--- src/rtl/cc_regs_pkg.sv ---
// Shared definitions for the ChronoCube control-register bank:
// bus FSM encoding, display register map and default masks.
package cc_regs_pkg;

   typedef enum logic [1:0] {
      ST_IDLE    = 2'd0,
      ST_ACK     = 2'd1,
      ST_RELEASE = 2'd2
   } bus_state_t;

   localparam int MAIN_CTRL = 0;
   localparam int X_POS     = 1;
   localparam int Y_POS     = 2;
   localparam int X_OFFSET  = 3;
   localparam int Y_OFFSET  = 4;

   // Beam position is read back from the video logic; scroll offsets must not tear.
   localparam logic [15:0] DISPLAY_RO_MASK     = (16'd1 << X_POS) | (16'd1 << Y_POS);
   localparam logic [15:0] DISPLAY_SHADOW_MASK = (16'd1 << X_OFFSET) | (16'd1 << Y_OFFSET);

endpackage

--- src/rtl/cc_byte_reg.sv ---
// One register with per-byte write enables and async active-low reset;
// the merged next value is exported so a shadow copy can forward it.
module cc_byte_reg
   import cc_regs_pkg::*;
#(
   parameter int                    DATA_WIDTH  = 16,
   parameter logic [DATA_WIDTH-1:0] RESET_VALUE = '0
) (
   input  logic                    clk,
   input  logic                    reset,
   input  logic [DATA_WIDTH/8-1:0] be,
   input  logic [DATA_WIDTH-1:0]   d,
   output logic [DATA_WIDTH-1:0]   nxt,
   output logic [DATA_WIDTH-1:0]   q
);

   always_comb begin
      nxt = q;
      for (int k = 0; k < DATA_WIDTH/8; k++) begin
         if (be[k]) nxt[8*k +: 8] = d[8*k +: 8];
      end
   end

   always_ff @(posedge clk or negedge reset) begin
      if (!reset) q <= RESET_VALUE;
      else        q <= nxt;
   end

endmodule

--- src/rtl/cc_register_bank.sv ---
// ChronoCube MPU-bus control-register bank with request/ack handshake.
// Define CC_REG_SHADOW_EN to build staging registers and the commit path.
//
// state      | meaning
// -----------+-----------------------------------------------------------
// ST_IDLE    | waiting for en & (rd | wr); access performed on accept edge
// ST_ACK     | ack high for exactly this cycle, read data valid
// ST_RELEASE | waiting for en to drop so one request gives one access
module cc_register_bank
   import cc_regs_pkg::*;
#(
   parameter int                                NUM_REGS    = 16,
   parameter int                                ADDR_WIDTH  = 8,
   parameter int                                DATA_WIDTH  = 16,
   parameter logic [NUM_REGS-1:0]               RO_MASK     = '0,
   parameter logic [NUM_REGS-1:0]               SHADOW_MASK = '0,
   parameter logic [NUM_REGS*DATA_WIDTH-1:0]    RESET_VALUE = '0
) (
   input  logic                           clk,
   input  logic                           reset,
   input  logic                           en,
   input  logic                           rd,
   input  logic                           wr,
   input  logic [DATA_WIDTH/8-1:0]        be,
   input  logic [ADDR_WIDTH-1:0]          addr,
   input  logic [DATA_WIDTH-1:0]          data_in,
   output logic [DATA_WIDTH-1:0]          data_out,
   output logic                           data_oe,
   output logic                           ack,
   input  logic                           commit,
   input  logic [NUM_REGS*DATA_WIDTH-1:0] hw_values,
   output logic [NUM_REGS*DATA_WIDTH-1:0] values,
   output logic [NUM_REGS-1:0]            write_strobe
);

   localparam int BYTES = DATA_WIDTH / 8;

   bus_state_t              state;
   logic                    accept;
   logic [NUM_REGS-1:0]     wr_sel;
   logic [DATA_WIDTH-1:0]   rd_val;
   logic [DATA_WIDTH-1:0]   live_q [NUM_REGS];
   logic [DATA_WIDTH-1:0]   read_q [NUM_REGS];
   logic                    unused_ok;

   assign accept    = (state == ST_IDLE) && en && (rd || wr);
   assign unused_ok = ^{commit, SHADOW_MASK, hw_values};

   // Out-of-range addresses match no register: no write, read data zero.
   always_comb begin
      wr_sel = '0;
      rd_val = '0;
      for (int i = 0; i < NUM_REGS; i++) begin
         if (addr == ADDR_WIDTH'(i)) begin
            wr_sel[i] = accept && wr && !rd && !RO_MASK[i];
            rd_val    = read_q[i];
         end
      end
   end

   for (genvar i = 0; i < NUM_REGS; i++) begin : g_reg
      localparam logic [DATA_WIDTH-1:0] RV = RESET_VALUE[i*DATA_WIDTH +: DATA_WIDTH];

      if (RO_MASK[i]) begin : g_ro
         assign live_q[i] = hw_values[i*DATA_WIDTH +: DATA_WIDTH];
         assign read_q[i] = live_q[i];
      end
`ifdef CC_REG_SHADOW_EN
      else if (SHADOW_MASK[i]) begin : g_shadow
         logic [BYTES-1:0]      wr_be;
         logic [DATA_WIDTH-1:0] stage_nxt;
         logic [DATA_WIDTH-1:0] stage_q;
         logic [DATA_WIDTH-1:0] unused_live_nxt;

         assign wr_be = wr_sel[i] ? be : '0;

         cc_byte_reg #(.DATA_WIDTH(DATA_WIDTH), .RESET_VALUE(RV)) u_stage (
            .clk   (clk),
            .reset (reset),
            .be    (wr_be),
            .d     (data_in),
            .nxt   (stage_nxt),
            .q     (stage_q)
         );

         // Live takes the merged staging value so a write on the commit edge lands this frame.
         cc_byte_reg #(.DATA_WIDTH(DATA_WIDTH), .RESET_VALUE(RV)) u_live (
            .clk   (clk),
            .reset (reset),
            .be    ({BYTES{commit}}),
            .d     (stage_nxt),
            .nxt   (unused_live_nxt),
            .q     (live_q[i])
         );

         assign read_q[i] = stage_q;
      end
`endif
      else begin : g_live
         logic [BYTES-1:0]      wr_be;
         logic [DATA_WIDTH-1:0] unused_live_nxt;

         assign wr_be = wr_sel[i] ? be : '0;

         cc_byte_reg #(.DATA_WIDTH(DATA_WIDTH), .RESET_VALUE(RV)) u_live (
            .clk   (clk),
            .reset (reset),
            .be    (wr_be),
            .d     (data_in),
            .nxt   (unused_live_nxt),
            .q     (live_q[i])
         );

         assign read_q[i] = live_q[i];
      end

      assign values[i*DATA_WIDTH +: DATA_WIDTH] = live_q[i];
   end

   always_ff @(posedge clk or negedge reset) begin
      if (!reset) begin
         state        <= ST_IDLE;
         ack          <= 1'b0;
         data_oe      <= 1'b0;
         data_out     <= '0;
         write_strobe <= '0;
      end else begin
         ack          <= 1'b0;
         write_strobe <= '0;
         case (state)
            ST_IDLE: begin
               if (accept) begin
                  state        <= ST_ACK;
                  ack          <= 1'b1;
                  data_oe      <= rd;
                  data_out     <= (rd && !wr) ? rd_val : '0;
                  write_strobe <= wr_sel;
               end
            end
            ST_ACK: state <= ST_RELEASE;
            ST_RELEASE: begin
               if (!en) begin
                  state   <= ST_IDLE;
                  data_oe <= 1'b0;
               end
            end
            default: state <= ST_IDLE;
         endcase
      end
   end

endmodule

--- config.mk ---
export PLATFORM = sky130hd
export DESIGN_NAME = cc_register_bank
export DESIGN_NICKNAME = d
export VERILOG_FILES = /design/src/rtl/cc_regs_pkg.sv /design/src/rtl/cc_byte_reg.sv /design/src/rtl/cc_register_bank.sv
export SDC_FILE = /design/constraint.sdc
export NUM_CORES = 1
export LEC_CHECK = 0
export BUFFER_PORTS_ARGS = -buffer_cell sky130_fd_sc_hd__buf_2
export CORE_AREA = 8 8 220 222
export CTS_BUF_LIST = sky130_fd_sc_hd__clkbuf_4 sky130_fd_sc_hd__clkbuf_8
export DETAILED_ROUTE_END_ITERATION = 10
export DIE_AREA = 0 0 228 230
export MAX_ROUTING_LAYER = met4
export SYNTH_ARGS = -nofsm -noshare
export SYNTH_HDL_FRONTEND = slang
export SYNTH_SLANG_ARGS = --single-unit
--- constraint.sdc ---
create_clock -name clk -period 2.05 [get_ports clk]
set_input_delay 0.205 -clock clk [delete_from_list [all_inputs] [get_ports clk]]
set_output_delay 0.205 -clock clk [all_outputs]
set_load 0.005 [all_outputs]
Word level (Yosys, flattened, before mapping)
Index checks and enable logic that the tools add are counted.

storage, ports and cells
  output and inout bits = 290
  bits of input ports = 288
  register bits after elaboration = 292

operators by class
  equality and inequality tests = 19
  muxes and demuxes = 59
  reduce and logical (&&, ||, !) cells = 14

operators with widths
  cell                                           number
  2-to-1 mux 16 bit                              19
  == test 8 x 4 -> 1 bit, second input constant  8
  2-to-1 mux 2 bit                               18
  == test 8 x 3 -> 1 bit, second input constant  4
  2-to-1 mux 1 bit                               20
  == test 8 x 2 -> 1 bit, second input constant  2
  == test 8 x 1 -> 1 bit, second input constant  1
  logical NOT 8 bit                              1
  case mux 2 bit (3 select lines)                1
  logical AND 1 bit                              5
  inequality test 2 bit, second input constant   2
  AND reduction 2 bit                            2
  AND reduction 3 bit                            1
  == test 2 x 1 -> 1 bit, second input constant  1
  == test 2 bit, second input constant           1
  logical NOT 1 bit                              2
  logical NOT 2 bit                              1
  case mux 1 bit (2 select lines)                1
  nonzero test 2 bit                             1
  logical OR 1 bit                               1

Logic depth before layout (Yosys ltp)
  word-level depth = 18
  mapped depth = 9
  depth with buffers taken out = 5

Hierarchy
Synthesis repeated with hierarchy kept, for this count alone.

second synthesis, totals
  cells, all modules = 1141
  area, all modules = 14984.4 um^2

modules (own cells, without submodules)
  module            instances  seq. area each (um^2)  area an instance (um^2)  cells an instance
  cc_byte_reg       16         400.4                  663.1                    34
  cc_register_bank  1          900.9                  4374.2                   597

Worst setup path after synthesis
No wires, ideal clock.

  kind = input to register
  from = input port addr[1]
  to = register data_out[0]
  buffers on the path = 3
  arrival = 1.737 ns
  path slack = 0.192 ns
  cell stages on the path = 7
  path through = clkbuf_1 > buf_2 > buf_2 > mux2_2 > a221oi_1 > o211ai_1 > a22o_1

on the way
  longest elaborated chain between the ends = 18

ends and longest elaborated chain
  element                          RTL line                 source
  from (decl)                      cc_register_bank.sv:25   input logic [ADDR_WIDTH-1:0] addr,
  logical NOT 8 bit                cc_register_bank.sv:54   if (addr == ADDR_WIDTH'(i)) begin
  2-to-1 mux 16 bit (15 in a row)  cc_register_bank.sv:54
  2-to-1 mux 16 bit *              cc_register_bank.sv:54
  2-to-1 mux 16 bit *              cc_register_bank.sv:136  data_out <= (rd && !wr) ? rd_val : '0;
  to (signal assigned)             cc_register_bank.sv:136
  to (decl)                        cc_register_bank.sv:27   output logic [DATA_WIDTH-1:0] data_out,

Mark *: on every way between the ends. The rest lies on a longest branch, timed or not.
A chain may end at the register's enable or synchronous reset.

Final worst setup path
  from = register state[0]
  to = register g_reg[2].g_live.u_live.q[5]

on the way
  longest elaborated chain between the ends = 7

ends and longest elaborated chain
  element                         RTL line                 source
  from (decl)                     cc_register_bank.sv:38   bus_state_t state;
  from (signal assigned)          cc_register_bank.sv:122  state <= ST_IDLE;
  from (signal assigned)          cc_register_bank.sv:133  state <= ST_ACK;
  from (signal assigned)          cc_register_bank.sv:140  ST_ACK: state <= ST_RELEASE;
  logical NOT 2 bit               cc_register_bank.sv:46   assign accept = (state == ST_IDLE) && en && (rd || wr);
  logical AND 1 bit (2 in a row)  cc_register_bank.sv:46
  logical AND 1 bit (2 in a row)  cc_register_bank.sv:55   wr_sel[i] = accept && wr && !rd && !RO_MASK[i];
  2-to-1 mux 1 bit                cc_register_bank.sv:54
  2-to-1 mux 2 bit                cc_register_bank.sv:103  assign wr_be = wr_sel[i] ? be : '0;
  to (signal assigned)            cc_byte_reg.sv:26        else q <= nxt;
  to (decl)                       cc_byte_reg.sv:14        output logic [DATA_WIDTH-1:0] q

No other way between the ends.

==> flow_metrics.tcl <==
set metrics [dict create \
    grt_max_degree 72 \
    layout_min_cycle_time_ns 1.97 \
    synthesis.area_sq_um 13800 \
    clk_latency_ns 0.65 \
    ys_seq_elements 292 \
    die_w_microns 228 \
    port_buffers 320 \
    cts_sinks 292 \
    wl_microns 56400 \
    irDropWorstVdd_v 0.000483 \
    cts_tree "built" \
    timing.final.crit_share_pct 95.9 \
    finClkSkew_ns 0.0341 \
    synth_warnings 0 \
    layout-drive-gt1-share_pct 46.3 \
    synth_xor_area_share_pct 0 \
    ys_top_cells_by_count "dfrtp_1, mux2_1, mux2_2" \
    synth_top_area_share_pct 53.1 \
    worstPathRequired_ns 2.57 \
    post_cts_buffers 0 \
    worst_pin_slew_ns 1.22 \
    antenna_found_initial 1 \
    viasPerCell 5.31 \
    synthFlopType "dfrtp_1" \
    nNetsFinal 1804 \
    status "completed" \
    synth_top_family_by_area "multiplexers" \
    synth-compound-area-share_pct 9.39 \
    async_flop_share_pct 100 \
    grt_setup_unrepaired "no" \
    overflow 0 \
    hpwl_microns 42600 \
    dieArea_sq_um 52400 \
    routabilityCongestion 0.900 \
    dr.first_iter.drc_count 1015 \
    setup-violations-final 0 \
    syn_nets 1358 \
    clock_path_buffers 3 \
    ys_seq_area_share_pct 53.1 \
    drv_slew 0 \
    place_inst 2058 \
    rows 78 \
    io_pins 578 \
    crit_arrival_ns 2.49 \
    synthDistinctLibCells 57 \
    slowest_stage "dfrtp_1" \
    max_cap_viol_count 0 \
    drc 0 \
    fp.dieH_microns 230 \
    initial_core_util_pct 30.7 \
    power.density_nw_per_um2 707 \
    max_slew_margin_pct 18.4 \
    via_count 11500 \
    fmaxAchievable_mhz 509 \
    ant_nets 0 \
    areaGrowthSynthToFinish_pct 35.2 \
    critPathLaunchType "register" \
    final_area_sq_um 18600 \
    crit_chain "nor2_2, and3_1, buf_4, nand2_2, nor2_4, buf_12, mux2_1" \
    synth_fa_ha_area_share_pct 0 \
    wl_per_cell_microns 26.1 \
    place_area_sq_um 17300 \
    numCtsBuffers 51 \
    synthMuxAreaShare_pct 26.8 \
    hold_class "in -> async" \
    critPathCaptureType "register" \
    synth_area_leaders "dfrtp_1, mux2_1, mux2_2, mux4_2, mux2i_1" \
    avgSynthCellArea_sq_um 12.9 \
    grt_pass1_vias 11700 \
    yosysMostFrequentCell "dfrtp_1" \
    reg2reg_slack_ns 0.08 \
    root_buffer "clkbuf_8" \
    global_route.usage.total_pct 21.5 \
    synth_cells 1070 \
    reg2reg_depth 7 \
    yosys.area_share.simple_pct 8.27 \
    synth-edff-count 0 \
    grt_pass1_wl_microns 82100 \
    crit_type "reg -> reg" \
    h-tree-depth 2 \
    finalNonFillerCells 2159 \
    yosysTopAreaCell "dfrtp_1" \
    p_leak_nw 9.92 \
    dr.pass1.iters 5 \
    crit_fanout 4 \
    slowest_delay_ns 0.39 \
    final_hold_viol_count 0 \
    coreArea_sq_um 44900 \
    clk_pin_slew_ns 0.07 \
]
flip-flops by register name, indices dropped and copies added (netlist names):
name	count
ack	1
data_oe	1
data_out	16
g.g_live.u_live.q	256
state	2
write_strobe	16
worst max-delay path: cells and delay by family, from the launching register on:
family,cells,cell delay [ns]
flops,1,0.39
buf+inv,2,0.31
mux,1,0.32
simple gates,4,0.81
per-stage QoR:
step	hold slack (ns)	utilization, %	setup slack [ns]	setup TNS [ns]	power, mW
after floorplan	-0.0906	-	0.192	0	6.43
after global placement	0.0922	38.6	-0.370	-47.42	7.05
after detailed placement	0.0950	38.6	-0.351	-47.86	7.07
after CTS	0.000439	41.4	0.0328	0	13.3
after global routing	0.0299	41.4	0.0276	0	13.6
final	0.0315	41.4	0.0844	0	13.2
power breakdown:
group,internal [mW],switching (mW)
Combinational,0.381,0.704
Sequential,5.84,0.0597
Clock,3.61,2.56
Total,9.83,3.32
repair_timing:
| action | in CTS | in global routing |
|---|---|---|
| hold buffers | 5 | 0 |
| gates resized for setup | 0 | 4 |
| endpoints found under the setup margin | 0 | 50 |
| endpoints found under the hold margin | 308 | 0 |
path summary, 6_finish.rpt:
kind                              from                      endpoint
setup / recovery              state[0]   g_reg[2].g_live.u_live.q[5]
hold / removal                   reset  g_reg[7].g_live.u_live.q[14]
setup reg to reg              state[0]   g_reg[2].g_live.u_live.q[5]
hold reg to reg            data_out[0]                   data_out[0]
max in group asynchronous        reset   g_reg[6].g_live.u_live.q[1]
min in group clk           data_in[12]  g_reg[2].g_live.u_live.q[12]
cell families (layout without fill, tap and decap cells):
group | after synthesis | after routing
mux | 316 | 316
other cells | 0 | 3
buf+inv | 79 | 565
simple gates | 203 | 203
flops | 292 | 292
compound gates | 180 | 180
placed cells by master, fill, tap and decap left out, types with 28 or more instances in the layout:
cell type and instances:
a21oi_1 32, buf_12 37, buf_2 317, buf_4 104, clkbuf_8 68, dfrtp_1 292
mux2_1 160, mux2_2 113, mux2i_1 28, nand2_1 44, nor2_1 67
per-layer routing:
metal / up-vias / global-route usage, % / share of wire, %
met3: 97 / 6.80 / 9.9
li1: 4879 / - / -
met4: 0 / 5.75 / 2.4
met5: - / - / 0
met2: 611 / 29.9 / 42
met1: 5868 / 29.7 / 46
final cells by class:
| type | instances | area (sq um) |
|---|---|---|
| Antenna cell | 3 | 7.51 |
| Clock buffer | 83 | 1050 |
| Clock inverter | 10 | 133 |
| Fill cell | 4343 | 26300 |
| Inverter | 8 | 30.0 |
| Multi-Input combinational cell | 699 | 6150 |
| Sequential cell | 292 | 7310 |
| Tap cell | 600 | 751 |
| Timing Repair Buffer | 464 | 3170 |
Power figures use the tool's default switching activity.
